===== src/rtl/usb3_phy_init_pkg.sv =====
// rtl/usb3_phy_init_pkg.sv - state encoding, default timing constants and counter width helper
package usb3_phy_init_pkg;

  typedef logic [2:0] state_t;

  localparam state_t ST_RST_ASSERT = 3'd0;
  localparam state_t ST_STRAP_HOLD = 3'd1;
  localparam state_t ST_WAIT_LOCK  = 3'd2;
  localparam state_t ST_RUN        = 3'd3;
  localparam state_t ST_FAULT      = 3'd4;

  localparam int unsigned DEF_RESET_CYCLES       = 64;
  localparam int unsigned DEF_STRAP_HOLD_CYCLES  = 16;
  localparam int unsigned DEF_LOCK_STABLE_CYCLES = 32;
  localparam int unsigned DEF_LOCK_TIMEOUT       = 65535;
  localparam int unsigned DEF_RETRY_MAX          = 3;

  // One bit beyond what the largest terminal count needs.
  function automatic int unsigned cnt_width(input int unsigned a, input int unsigned b,
                                            input int unsigned c, input int unsigned d);
    int unsigned m;
    m = a;
    if (b > m) m = b;
    if (c > m) m = c;
    if (d > m) m = d;
    return $clog2(m) + 1;
  endfunction

endpackage


===== src/rtl/usb3_sync2.sv =====
// rtl/usb3_sync2.sv - two-flop synchroniser, clears to 0 on reset
module usb3_sync2 (
  input  logic clk,
  input  logic rst,
  input  logic d,
  output logic q
);

  logic meta_q;
  logic sync_q;

  // Two back-to-back flops give the first stage a full cycle to resolve.
  always_ff @(posedge clk or posedge rst) begin
    if (rst) begin
      meta_q <= 1'b0;
      sync_q <= 1'b0;
    end else begin
      meta_q <= d;
      sync_q <= meta_q;
    end
  end

  assign q = sync_q;

endmodule


===== src/rtl/usb3_phy_init_seq.sv =====
// rtl/usb3_phy_init_seq.sv - USB3 PHY reset/strap/lock bring-up sequencer
module usb3_phy_init_seq
  import usb3_phy_init_pkg::*;
#(
  parameter int unsigned RESET_CYCLES       = DEF_RESET_CYCLES,
  parameter int unsigned STRAP_HOLD_CYCLES  = DEF_STRAP_HOLD_CYCLES,
  parameter int unsigned LOCK_STABLE_CYCLES = DEF_LOCK_STABLE_CYCLES,
  parameter int unsigned LOCK_TIMEOUT       = DEF_LOCK_TIMEOUT,
  parameter int unsigned RETRY_MAX          = DEF_RETRY_MAX
) (
  input  logic       ext_clk,
  input  logic       reset,
  input  logic       pll_locked,
  input  logic       phy_pwrpresent,
  input  logic       restart,
  output logic       phy_reset_n,
  output logic       strap_oe,
  output logic       core_ready,
  output logic       fault,
  output logic [1:0] attempt
);

  localparam int unsigned CW = cnt_width(RESET_CYCLES, STRAP_HOLD_CYCLES,
                                         LOCK_STABLE_CYCLES, LOCK_TIMEOUT);

  // Terminal values are "last cycle of the phase", so each phase lasts exactly N cycles.
  localparam logic [CW-1:0] RST_TC   = CW'(RESET_CYCLES - 1);
  localparam logic [CW-1:0] STRAP_TC = CW'(STRAP_HOLD_CYCLES - 1);
  localparam logic [CW-1:0] STAB_TC  = CW'(LOCK_STABLE_CYCLES - 1);
  localparam logic [CW-1:0] TO_TC    = CW'(LOCK_TIMEOUT - 1);

  logic lock_s;
  logic pwr_s;
  logic both_high;

  state_t        state_q, state_d;
  logic [CW-1:0] cnt_q, cnt_d;
  logic [CW-1:0] stab_q, stab_d;
  logic [1:0]    fail_cnt_q, fail_cnt_d;
  logic          retries_spent;

  logic       phy_reset_n_q, phy_reset_n_d;
  logic       strap_oe_q, strap_oe_d;
  logic       core_ready_q, core_ready_d;
  logic       fault_q, fault_d;
  logic [1:0] attempt_q, attempt_d;

  usb3_sync2 u_sync_lock (
    .clk (ext_clk),
    .rst (reset),
    .d   (pll_locked),
    .q   (lock_s)
  );

  usb3_sync2 u_sync_pwr (
    .clk (ext_clk),
    .rst (reset),
    .d   (phy_pwrpresent),
    .q   (pwr_s)
  );

  assign both_high     = lock_s & pwr_s;
  assign retries_spent = (32'(fail_cnt_q) + 32'd1) >= RETRY_MAX;

  // Next-state, phase/timeout counter, stability counter and failed-attempt count.
  always_comb begin
    state_d    = state_q;
    cnt_d      = cnt_q;
    stab_d     = '0;
    fail_cnt_d = fail_cnt_q;
    case (state_q)
      ST_RST_ASSERT: begin
        if (restart) begin
          cnt_d = '0;
        end else if (cnt_q >= RST_TC) begin
          state_d = ST_STRAP_HOLD;
          cnt_d   = '0;
        end else begin
          cnt_d = cnt_q + 1'b1;
        end
      end
      ST_STRAP_HOLD: begin
        if (restart) begin
          state_d = ST_RST_ASSERT;
          cnt_d   = '0;
        end else if (cnt_q >= STRAP_TC) begin
          state_d = ST_WAIT_LOCK;
          cnt_d   = '0;
        end else begin
          cnt_d = cnt_q + 1'b1;
        end
      end
      ST_WAIT_LOCK: begin
        // Restart beats lock-done, which beats timeout.
        if (restart) begin
          state_d = ST_RST_ASSERT;
          cnt_d   = '0;
        end else if (both_high && (stab_q >= STAB_TC)) begin
          state_d    = ST_RUN;
          cnt_d      = '0;
          fail_cnt_d = '0;
        end else if (cnt_q >= TO_TC) begin
          state_d    = retries_spent ? ST_FAULT : ST_RST_ASSERT;
          cnt_d      = '0;
          fail_cnt_d = fail_cnt_q + 2'd1;
        end else begin
          cnt_d  = cnt_q + 1'b1;
          stab_d = both_high ? stab_q + 1'b1 : '0;
        end
      end
      ST_RUN: begin
        // Loss of lock/VBUS is not a failed attempt; the retry budget is untouched.
        if (restart || !both_high) begin
          state_d = ST_RST_ASSERT;
          cnt_d   = '0;
        end
      end
      ST_FAULT: begin
        if (restart) begin
          state_d    = ST_RST_ASSERT;
          cnt_d      = '0;
          fail_cnt_d = '0;
        end
      end
      default: begin
        state_d = ST_RST_ASSERT;
        cnt_d   = '0;
      end
    endcase
  end

  // Output decode from the current state; registered below so pins never glitch.
  always_comb begin
    phy_reset_n_d = 1'b0;
    strap_oe_d    = 1'b1;
    core_ready_d  = 1'b0;
    fault_d       = 1'b0;
    attempt_d     = fail_cnt_q;
    case (state_q)
      ST_STRAP_HOLD: phy_reset_n_d = 1'b1;
      ST_WAIT_LOCK: begin
        phy_reset_n_d = 1'b1;
        strap_oe_d    = 1'b0;
      end
      ST_RUN: begin
        phy_reset_n_d = 1'b1;
        strap_oe_d    = 1'b0;
        core_ready_d  = 1'b1;
      end
      ST_FAULT: fault_d = 1'b1;
      default: ;
    endcase
  end

  // State, counters and output registers.
  always_ff @(posedge ext_clk or posedge reset) begin
    if (reset) begin
      state_q       <= ST_RST_ASSERT;
      cnt_q         <= '0;
      stab_q        <= '0;
      fail_cnt_q    <= '0;
      phy_reset_n_q <= 1'b0;
      strap_oe_q    <= 1'b1;
      core_ready_q  <= 1'b0;
      fault_q       <= 1'b0;
      attempt_q     <= '0;
    end else begin
      state_q       <= state_d;
      cnt_q         <= cnt_d;
      stab_q        <= stab_d;
      fail_cnt_q    <= fail_cnt_d;
      phy_reset_n_q <= phy_reset_n_d;
      strap_oe_q    <= strap_oe_d;
      core_ready_q  <= core_ready_d;
      fault_q       <= fault_d;
      attempt_q     <= attempt_d;
    end
  end

  assign phy_reset_n = phy_reset_n_q;
  assign strap_oe    = strap_oe_q;
  assign core_ready  = core_ready_q;
  assign fault       = fault_q;
  assign attempt     = attempt_q;

endmodule

===== config.mk =====
export PLATFORM = sky130hd
export DESIGN_NAME = usb3_phy_init_seq
export DESIGN_NICKNAME = d
export VERILOG_FILES = /design/src/rtl/usb3_phy_init_pkg.sv /design/src/rtl/usb3_sync2.sv /design/src/rtl/usb3_phy_init_seq.sv
export SDC_FILE = /design/constraint.sdc
export NUM_CORES = 1
export LEC_CHECK = 0
export CAP_MARGIN = 20
export CORE_ASPECT_RATIO = 2
export CORE_MARGIN = 1.5
export CORE_UTILIZATION = 54
export CTS_BUF_LIST = sky130_fd_sc_hd__clkbuf_16
export CTS_CLUSTER_SIZE = 28
export DETAILED_ROUTE_END_ITERATION = 6
export DONT_BUFFER_PORTS = 1
export MAX_ROUTING_LAYER = met4
export PLACE_DENSITY = 0.72
export SKIP_LAST_GASP = 1
export SLEW_MARGIN = 10
export SYNTH_ARGS = -nofsm -noshare
export SYNTH_HDL_FRONTEND = slang
export SYNTH_SLANG_ARGS = --single-unit

===== constraint.sdc =====
create_clock -name ext_clk -period 2 [get_ports ext_clk]
set_clock_uncertainty 0.05 [all_clocks]
set_input_delay 0.2 -clock ext_clk [delete_from_list [all_inputs] [get_ports ext_clk]]
set_output_delay 0.2 -clock ext_clk [all_outputs]
set_load 0.05 [all_outputs]

==> results.yml, run 1 <==
run_status:
  status: "finished, violations left"
  violations: "negative setup slack"
die:
  start_util_pct: 55.76
  fp.dieH_um: 92.10
  num_io_pins: 11
  die_w_um: 47.55
  core_sq_um: 3844
  dieArea_sq_um: 4379
  rows: 32
clock_tree:
  clock-sinks: 49
  clk_latency_ns: 0.29
  cts_max_level: 2
  clk_path_buf_depth: 2
  numCtsBuffers: 5
  tritoncts: "built"
  root_buffer: "clkbuf_16"
  cts.clk_slew.worst_paths_ns: 0.07
timing:
  hold_viol: 0
  setup_ws_ns: -0.3194
  fmax_mhz: 431.2
  rsz0062_at_grt: "yes"
  finalCriticalPeriod_ns: 2.319
  hold_slack_ns: 0.05364
  drv_slew: 0
  period_share_pct: 116.0
  fin_setup_tns_ns: -5.057
  setup_viol: 23
worst_setup_path:
  arrival_ns: 2.42
  cp.required_ns: 2.11
  end_kind: "flip-flop"
  crit_fanout: 5
  worst_setup_path_start_kind: "flip-flop"
  critPathKind: "flip-flop to flip-flop"
power:
  clkPwrFrac_pct: 29.7
  p_total_mw: 3.683
  power_density_nw_per_um2: 1128
  power_frac_seq_pct: 35.5
  p_leak_nw: 1.502
  power_frac_comb_pct: 34.8
  peakVddDrop_mv: 0.7937
  switching_share_pct: 33.52
  internal-power_mw: 2.448
  switchingPower_mw: 1.235
drt:
  wl_per_cell_um: 21.34
  routed_wl_mm: 7.278
  drt_first_pass_iters: 4
  dr_total_vias: 2093
  antenna_left: 0
  drtIter0Drc: 72
  drc_errors: 0
  viasPerCell: 6.138
finish:
  multi_input_area_sq_um: 1165
  post_layout_nonfiller_instances: 341
  seqCellArea_sq_um: 1227
  nets: 299
  drive_gt1_share_pct: 37.59
  design_area_sq_um: 3264
  diodes: 0
  nFillCells: 195
  syn2layout_area_growth_pct: 52.31
global_route:
  overflow: 0
  grt_pass1_vias: 2187
  antenna_found_initial: 0
  grt_max_degree: 20
  grt_pass1_wl_mm: 10.95
  track_usage_pct: 36.74
synth:
  ys_seq_area_share_pct: 57.27
  synth.largest_area_cell: "dfrtp_1"
  synth_edf_count: 0
  yosysUniqueCellTypes: 42
  synth_cells: 202
  synth_warnings: 0
  synth.most_common_cell: "dfrtp_1"
  ys_top_cells_by_count: "48 x dfrtp_1, 22 x o21ai_0, 21 x nor2_1"
  synthFlopType: "dfrtp_1"
  async_reset_ff_share_pct: 100.0
  netlist_area_sq_um: 2143
  avgSynthCellArea_sq_um: 10.61
  synth_area_leaders: "dfrtp_1 56%, o21ai_0 5.1%, nor2_1 3.7%"
  ys_ff_latch: 49
  synth_top_area_share_pct: 56.04
job:
  drv_cap: 0
place:
  dp_hpwl_mm: 3.641
  port_buffers: 0
  dp_cells: 311
  placed_cell_area_sq_um: 2616
  gp_congestion: 0.8949
min_path:
  hp-class: "input port to flip-flop"
registers in the layout (all words and copies together), names as in the netlist, 2 cells and up:
register   count
attempt        2
attempt_d      2
cnt_q         17
stab_q        17
state_q        3
metrics by stage:
stage	utilization (%)	setup slack [ns]
6_report	84.93	-0.3194
4_1_cts	81.74	-0.1179
2_1_floorplan	-	0.05477
3_3_place_gp	68.07	-0.3839
5_1_grt	84.93	-0.3992
3_5_place_dp	68.07	-0.5295
timing repair:
| action | CTS | global route |
|---|---|---|
| hold endpoints to repair | 14 | 0 |
| setup buffers | 13 | 4 |
| pin swaps | 13 | 16 |
| cloned | 3 | 0 |
| hold buffers | 3 | 0 |
| setup endpoints to repair | 20 | 26 |
| resized for setup | 30 | 25 |
cells by family after synthesis:
logic type	after synthesis	synth area share, %
DFF	49	57.27
AOI/OAI and AO/OA	46	13.25
and+or+nand+nor	84	21.37
buffers and inverters	11	2.335
muxes	3	1.459
other	1	0.1750
xor gates and xnor gates	3	1.226
adders and majority gates	5	2.919
cells in the final DEF, fill, tap and decap left out, drive strengths merged, types with 3 or more instances in the layout:
| cell | n |
|---|---|
| nor2 | 21 |
| o21ai | 23 |
| clkbuf | 5 |
| conb | 12 |
| or3 | 4 |
| nor3b | 3 |
| inv | 9 |
| nand4 | 3 |
| a21o | 3 |
| nand2 | 11 |
| ha | 5 |
| o32ai | 6 |
| a211oi | 3 |
| dlygate4sd3 | 3 |
| nand3 | 13 |
| buf | 66 |
| and3 | 4 |
| and2 | 4 |
| nor4 | 7 |
| a21oi | 7 |
| nor3 | 5 |
| dfrtp | 48 |
layout make-up:
cell class                 count  share of cell area, %
clock buffer                   5                  3.833
sequential                    49                  37.60
timing repair buffer          70                  17.90
inverter                       8                 0.9199
multi-input combinational    155                  35.68
tap                           51                  1.955
clock inverter                 3                  2.108
worst max-delay path, stage by stage, from the launching register on:
cell and delay (ns):
dfrtp_1 0.43, inv_1 0.09, ha_1 0.16, o21ai_1 0.11, nor2_2 0.19, a31oi_4 0.12
buf_6 0.15, and2_4 0.16, nor4_4 0.32, bufbuf_16 0.33, o32ai_4 0.07
worst paths after layout:
check	from	endpoint	cells past startpoint	slack, ns
worst max-delay path	cnt_q[0]$_DFFE_PP0P_	cnt_q[15]$_DFFE_PP0P_	10	-0.32
worst min-delay path	restart	state_q[2]$_DFFE_PP0P_	2	0.05
worst max register to register	cnt_q[0]$_DFFE_PP0P_	cnt_q[15]$_DFFE_PP0P_	10	-0.32
worst min register to register	u_sync_lock.meta_q$_DFF_PP0_	u_sync_lock.q$_DFF_PP0_	0	0.30
max in group asynchronous	reset	strap_oe$_DFF_PP1_	3	1.02
min in group asynchronous	reset	cnt_q[15]$_DFFE_PP0P_	2	0.26
power groups by stage:
stage                     registers (mW)  clock network (mW)  logic (mW)
after floorplan                     1.32                   0       0.385
after global placement              1.31                   0       0.644
after detailed placement            1.32                   0       0.667
after CTS                           1.30                1.09        1.09
after global routing                1.32                1.14        1.33
final                               1.31                1.09        1.28
per-layer routing:
metal  routed length (um)  track usage, %  part of all wire [%]
met5                    0               -                     0
met4                  617           21.40                   8.5
met3                  414           6.496                   5.7
met2                 3838           60.36                    53
met1                 2408           38.29                    33
Power figures use the tool's default switching activity.
==> run 2: changes to the inputs <==
CORE_UTILIZATION = 45   (was 54)
PLACE_DENSITY = not set   (was 0.72)
==> run 2 against run 1 <==
Effect of this change: the run still ends with negative setup slack left; first-iteration DRC count is 11% higher; non-clock buffer count decreased by 2; utilization down 16 points; sequential share of layout area is 0.92 points higher; largest power group unchanged.
==> results.yml, run 2 (synthesis results as in run 1) <==
run_status:
  status: "finished, violations left"
  violations: "negative setup slack"
finish:
  design_area_sq_um: 3187
  largestRegisters: "cnt_q (17), stab_q (17), state_q (3)"
  syn2layout_area_growth_pct: 48.69
  mostFrequentLayoutCells: "54 x buf_4, 48 x dfrtp_1, 17 x nor2_1"
  drive_gt1_share_pct: 37.02
  diodes: 0
  nets: 298
  layout_commonest_cell: "buf_4"
clock_tree:
  cts_max_level: 2
  tritoncts: "built"
  numCtsBuffers: 5
  clk_path_buf_depth: 2
  cts.clk_slew.worst_paths_ns: 0.06
  root_buffer: "clkbuf_16"
  clk_latency_ns: 0.29
  clock-sinks: 49
timing:
  drv_slew: 0
  setup_ws_ns: -0.1960
  rsz0062_at_grt: "yes"
  hold_slack_ns: 0.05756
  fmax_mhz: 455.4
  worst_slew_pin_slew_ns: 0.5379
  hold_viol: 0
  finalCriticalPeriod_ns: 2.196
  setup_viol: 20
  slew_headroom_pct: 64.09
  period_share_pct: 109.8
drt:
  routed_wl_mm: 6.261
  drt_first_pass_iters: 4
  wl_per_cell_um: 18.20
  antenna_left: 0
  viasPerCell: 5.724
  drc_errors: 0
  drtIter0Drc: 80
  dr_total_vias: 1969
power:
  power_frac_seq_pct: 39.3
  power_density_nw_per_um2: 1041
  switchingPower_mw: 1.120
  clkPwrFrac_pct: 28.3
  p_leak_nw: 1.470
  peakVddDrop_mv: 1.073
  power_frac_comb_pct: 32.3
  switching_share_pct: 33.75
  p_total_mw: 3.317
  internal-power_mw: 2.198
worst_setup_path:
  r2r_setup_slack_ns: -0.20
  endpoint: "cnt_q[4]$_DFFE_PP0P_"
  cp_slowest_cell: "or4_4"
  path_cells: "buf_6, or4_4, nor4b_4, buf_6, buf_6, nor4_4, buf_4, o32ai_1"
  r2r_start: "state_q[2]$_DFFE_PP0P_"
  r2r_end: "cnt_q[4]$_DFFE_PP0P_"
  worst_setup_path_start_kind: "flip-flop"
  reg2regPathDepth: 8
  cp.required_ns: 2.12
  crit_path_max_incr_delay_ns: 0.54
  critPathKind: "flip-flop to flip-flop"
  crit_top_cell: "buf_6"
  critPathLaunch: "state_q[2]$_DFFE_PP0P_"
  end_kind: "flip-flop"
  crit_fanout: 5
  arrival_ns: 2.31
die:
  core_sq_um: 4598
  num_io_pins: 11
  start_util_pct: 46.61
  fp.dieH_um: 100.6
  dieArea_sq_um: 5211
  die_w_um: 51.80
  rows: 35
place:
  dp_hpwl_mm: 3.854
  placed_cell_area_sq_um: 2619
  post-place-ws_ns: -0.5392
  gp_congestion: 0.8795
  port_buffers: 0
global_route:
  grt_pass1_wl_mm: 9.556
  grt_pass1_vias: 2004
  overflow: 0
  track_usage_pct: 25.89
  grt_max_degree: 28
  antenna_found_initial: 0
job:
  drv_cap: 0
min_path:
  hp-class: "input port to flip-flop"
==> run 2: cell count changes in the layout (fill, tap and decap cells not counted), sizes merged <==
cell / before / now
buf: 66 / 65
bufbuf: 1 / 0
bufinv: 2 / 1
clkinv: 0 / 1
a211oi: 3 / 4
==> run 2: worst min-delay path by stage <==
stage,from,slack (ns),depth (start not counted),endpoint
CTS,restart,0.05,2,state_q[2]$_DFFE_PP0P_
detailed placement,reset,0.11,1,cnt_q[15]$_DFFE_PP0P_
finish,restart,0.06,2,state_q[2]$_DFFE_PP0P_
global placement,reset,0.09,1,cnt_q[15]$_DFFE_PP0P_
global route,restart,0.07,2,state_q[2]$_DFFE_PP0P_
floorplan,pll_locked,0.18,0,u_sync_lock.meta_q$_DFF_PP0_
==> run 2: through the flow <==
stage / TNS, ns / std cells / utilization, %
4_1_cts: -1.474 / 336 / 65.55
3_5_place_dp: -6.410 / 313 / 56.95
6_report: -2.606 / 344 / 69.31
5_1_grt: -3.856 / 344 / 69.31
2_1_floorplan: 0 / 213 / -
3_3_place_gp: -3.954 / 313 / 56.95
==> run 2: critical path: cells and delay by family, from the launching register on <==
kind	cells	cell delay, ns
AOI/OAI and AO/OA	1	0.14
buffers and inverters	4	0.60
DFF	1	0.40
and+or+nand+nor	3	0.90
==> run 2: power by group through the flow <==
stage / registers, mW / clock network [mW] / logic [mW]
3_5_place_dp: 1.32 / 0 / 0.699
5_1_grt: 1.31 / 0.992 / 1.13
4_1_cts: 1.30 / 0.957 / 0.871
6_report: 1.30 / 0.940 / 1.07
2_1_floorplan: 1.32 / 0 / 0.385
3_3_place_gp: 1.31 / 0 / 0.667
==> run 2: final cells by class <==
| cell class | count | area, sq um |
|---|---|---|
| sequential | 49 | 1227 |
| tap | 55 | 68.82 |
| clock inverter | 3 | 42.54 |
| clock buffer | 5 | 125.1 |
| inverter | 8 | 30.03 |
| timing repair buffer | 68 | 568.0 |
| multi-input combinational | 156 | 1125 |
| fill | 347 | 1411 |
==> run 2: timing repair <==
action	CTS	global route
pin swaps	10	14
gates resized for setup	24	28
endpoints found under the setup margin	20	27
endpoints found under the hold margin	24	0
buffers inserted	11	7
hold buffers	3	0
gates cloned	2	1
==> run 2: per-layer routing <==
metal | wire length (um) | part of all wire, % | track usage, %
met1 | 2123 | 34 | 26.39
met2 | 3506 | 56 | 44.48
met3 | 196 | 3.1 | 4.154
met4 | 434 | 6.9 | 16.40
met5 | 0 | 0 | -
==> run 3: changes to the inputs <==
CELL_PAD_IN_SITES_DETAIL_PLACEMENT = 1   (was not set)
CELL_PAD_IN_SITES_GLOBAL_PLACEMENT = 2   (was not set)
CORE_UTILIZATION = 37   (was 45)
PLACE_DENSITY_LB_ADDON = 0.1   (was not set)
==> run 3 against run 2 <==
Effect of this change: the flow still finishes with violations (negative setup slack); non-clock buffer count is 10 lower; cell count down 2.0%; worst hold slack worse by 0.012 ns; global-route usage is 5.4 points lower; critical path type unchanged; largest cell class unchanged; largest power group unchanged.
==> results.yml, run 3 (synthesis results as in run 1) <==
die:
  die_w_um: 56.82
  fp.dieH_um: 110.6
  core_sq_um: 5660
  start_util_pct: 37.86
  rows: 39
  dieArea_sq_um: 6286
  num_io_pins: 11
place:
  gp_congestion: 0.7776
  port_buffers: 0
  dp_hpwl_mm: 4.354
  placed_cell_area_sq_um: 2581
  dp_cells: 313
finish:
  nets: 285
  mostFrequentLayoutCells: "51 x buf_4, 46 x dfrtp_1, 20 x nor2_1"
  syn2layout_area_growth_pct: 41.56
  post_layout_nonfiller_instances: 337
  diodes: 0
  largestRegisters: "cnt_q (17), stab_q (17), state_q (3)"
  final_util_pct: 53.60
  layout_commonest_cell: "buf_4"
  design_area_sq_um: 3034
  drive_gt1_share_pct: 35.51
drt:
  wl_per_cell_um: 17.61
  dr_total_vias: 1835
  routed_wl_mm: 5.936
  drc_errors: 0
  drt_first_pass_iters: 4
  route.layer.met1.wl_mm: 1.944
  viasPerCell: 5.445
  antenna_left: 0
  drtIter0Drc: 46
  route.met2.wl_mm: 3.719
  wl_met3_um: 107
  top_layer_used: "met4"
power:
  power_frac_comb_pct: 31.8
  switching_share_pct: 34.13
  p_leak_nw: 1.401
  internal-power_mw: 2.093
  power_density_nw_per_um2: 1048
  peakVddDrop_mv: 0.6161
  clkPwrFrac_pct: 27.4
  switchingPower_mw: 1.085
  power_frac_seq_pct: 40.8
worst_setup_path:
  path_cells: "or4_4, nor4b_4, a211oi_2, buf_4, or3_1, o21ai_1"
  crit_path_max_incr_delay_ns: 0.56
  crit_fanout: 5
  r2r_end: "cnt_q[6]$_DFFE_PP0P_"
  r2r_setup_slack_ns: -0.09
  reg2regPathDepth: 6
  worst_setup_path_start_kind: "flip-flop"
  cp.required_ns: 2.16
  arrival_ns: 2.26
  cp_slowest_cell: "or4_4"
  critPathKind: "flip-flop to flip-flop"
  end_kind: "flip-flop"
  r2r_start: "state_q[2]$_DFFE_PP0P_"
timing:
  rsz0062_at_grt: "yes"
  hold_slack_ns: 0.04562
  fmax_mhz: 477.4
  finalCriticalPeriod_ns: 2.095
  drv_slew: 0
  setup_ws_ns: -0.09459
  fin_setup_tns_ns: -0.7690
  setup_viol: 20
  period_share_pct: 104.7
  hold_viol: 0
min_path:
  whs_path_depth: 2
  worstHoldStart: "restart"
  whs_endpoint: "state_q[2]$_DFFE_PP0P_"
  hp-class: "input port to flip-flop"
clock_tree:
  clk_latency_ns: 0.29
  root_buffer: "clkbuf_16"
  cts_max_level: 2
  cts.clk_slew.worst_paths_ns: 0.07
  clock-sinks: 49
  tritoncts: "built"
  clk_path_buf_depth: 2
  numCtsBuffers: 5
global_route:
  grt_max_degree: 34
  grt_pass1_wl_mm: 9.687
  overflow: 0
  track_usage_pct: 20.54
  grt_pass1_vias: 2098
  antenna_found_initial: 0
run_status:
  status: "finished, violations left"
  violations: "negative setup slack"
job:
  drv_cap: 0
## run 3: cell types whose count changed in the layout (fill, tap and decap cells not counted), moves of 3 or more
cell / delta
a211oi_4: -3
a21oi_1: -4
a21oi_2: +4
buf_4: -3
buf_6: -9
nor2_1: +3
nor2_2: -3
## run 3: area by class of cell
cell class,instances,area (sq um)
clock buffers,5,125.1
fillers,614,2626
clock inverters,3,28.78
multi-input cells,153,1065
inverters,8,30.03
repair buffers,58,479.2
flip-flops and latches,49,1230
well taps,61,76.32
## run 3: layer usage
layer  global-route usage (%)  vias up
met4                    8.682        0
met2                    39.92       18
met1                    18.84      942
li1                         -      864
met5                        -        -
met3                    2.810       11
## run 3: critical path: cells and delay by family, from the launching register on
family | cells | cell delay [ns]
DFF | 1 | 0.42
buffers and inverters | 1 | 0.17
and+or+nand+nor | 3 | 1.19
AOI/OAI and AO/OA | 2 | 0.18
## run 3: worst max path at each step
| stage | start | to | slack [ns] | cells after the start |
|---|---|---|---|---|
| after floorplan | state_q[2]$_DFFE_PP0P_ | cnt_q[6]$_DFFE_PP0P_ | 0.05 | 5 |
| after global placement | cnt_q[6]$_DFFE_PP0P_ | cnt_q[12]$_DFFE_PP0P_ | -0.21 | 7 |
| after detailed placement | cnt_q[16]$_DFFE_PP0P_ | cnt_q[6]$_DFFE_PP0P_ | -0.31 | 7 |
| after CTS | state_q[2]$_DFFE_PP0P_ | cnt_q[6]$_DFFE_PP0P_ | -0.11 | 6 |
| after global routing | cnt_q[0]$_DFFE_PP0P_ | stab_q[4]$_DFF_PP0_ | -0.21 | 10 |
| final | state_q[2]$_DFFE_PP0P_ | cnt_q[6]$_DFFE_PP0P_ | -0.09 | 6 |
## run 3: power groups by stage
| stage | logic, mW | clock network, mW | registers, mW |
|---|---|---|---|
| CTS | 0.903 | 0.903 | 1.30 |
| global route | 1.09 | 0.928 | 1.31 |
| finish | 1.01 | 0.871 | 1.30 |
| global placement | 0.708 | 0 | 1.32 |
| detailed placement | 0.754 | 0 | 1.33 |
| floorplan | 0.385 | 0 | 1.32 |
## run 3: metrics by stage
stage	power (mW)	worst slack, ns
2_1_floorplan	1.702	0.05477
3_3_place_gp	2.028	-0.2077
3_5_place_dp	2.084	-0.3090
4_1_cts	3.107	-0.1110
5_1_grt	3.320	-0.2053
6_report	3.178	-0.09459
## run 3: repair_timing
action,4_1_cts,5_1_grt
pin swaps,6,12
hold endpoints to repair,17,0
cloned,0,1
hold buffers,3,0
resized for setup,20,24
setup endpoints to repair,24,27
setup buffers,6,7
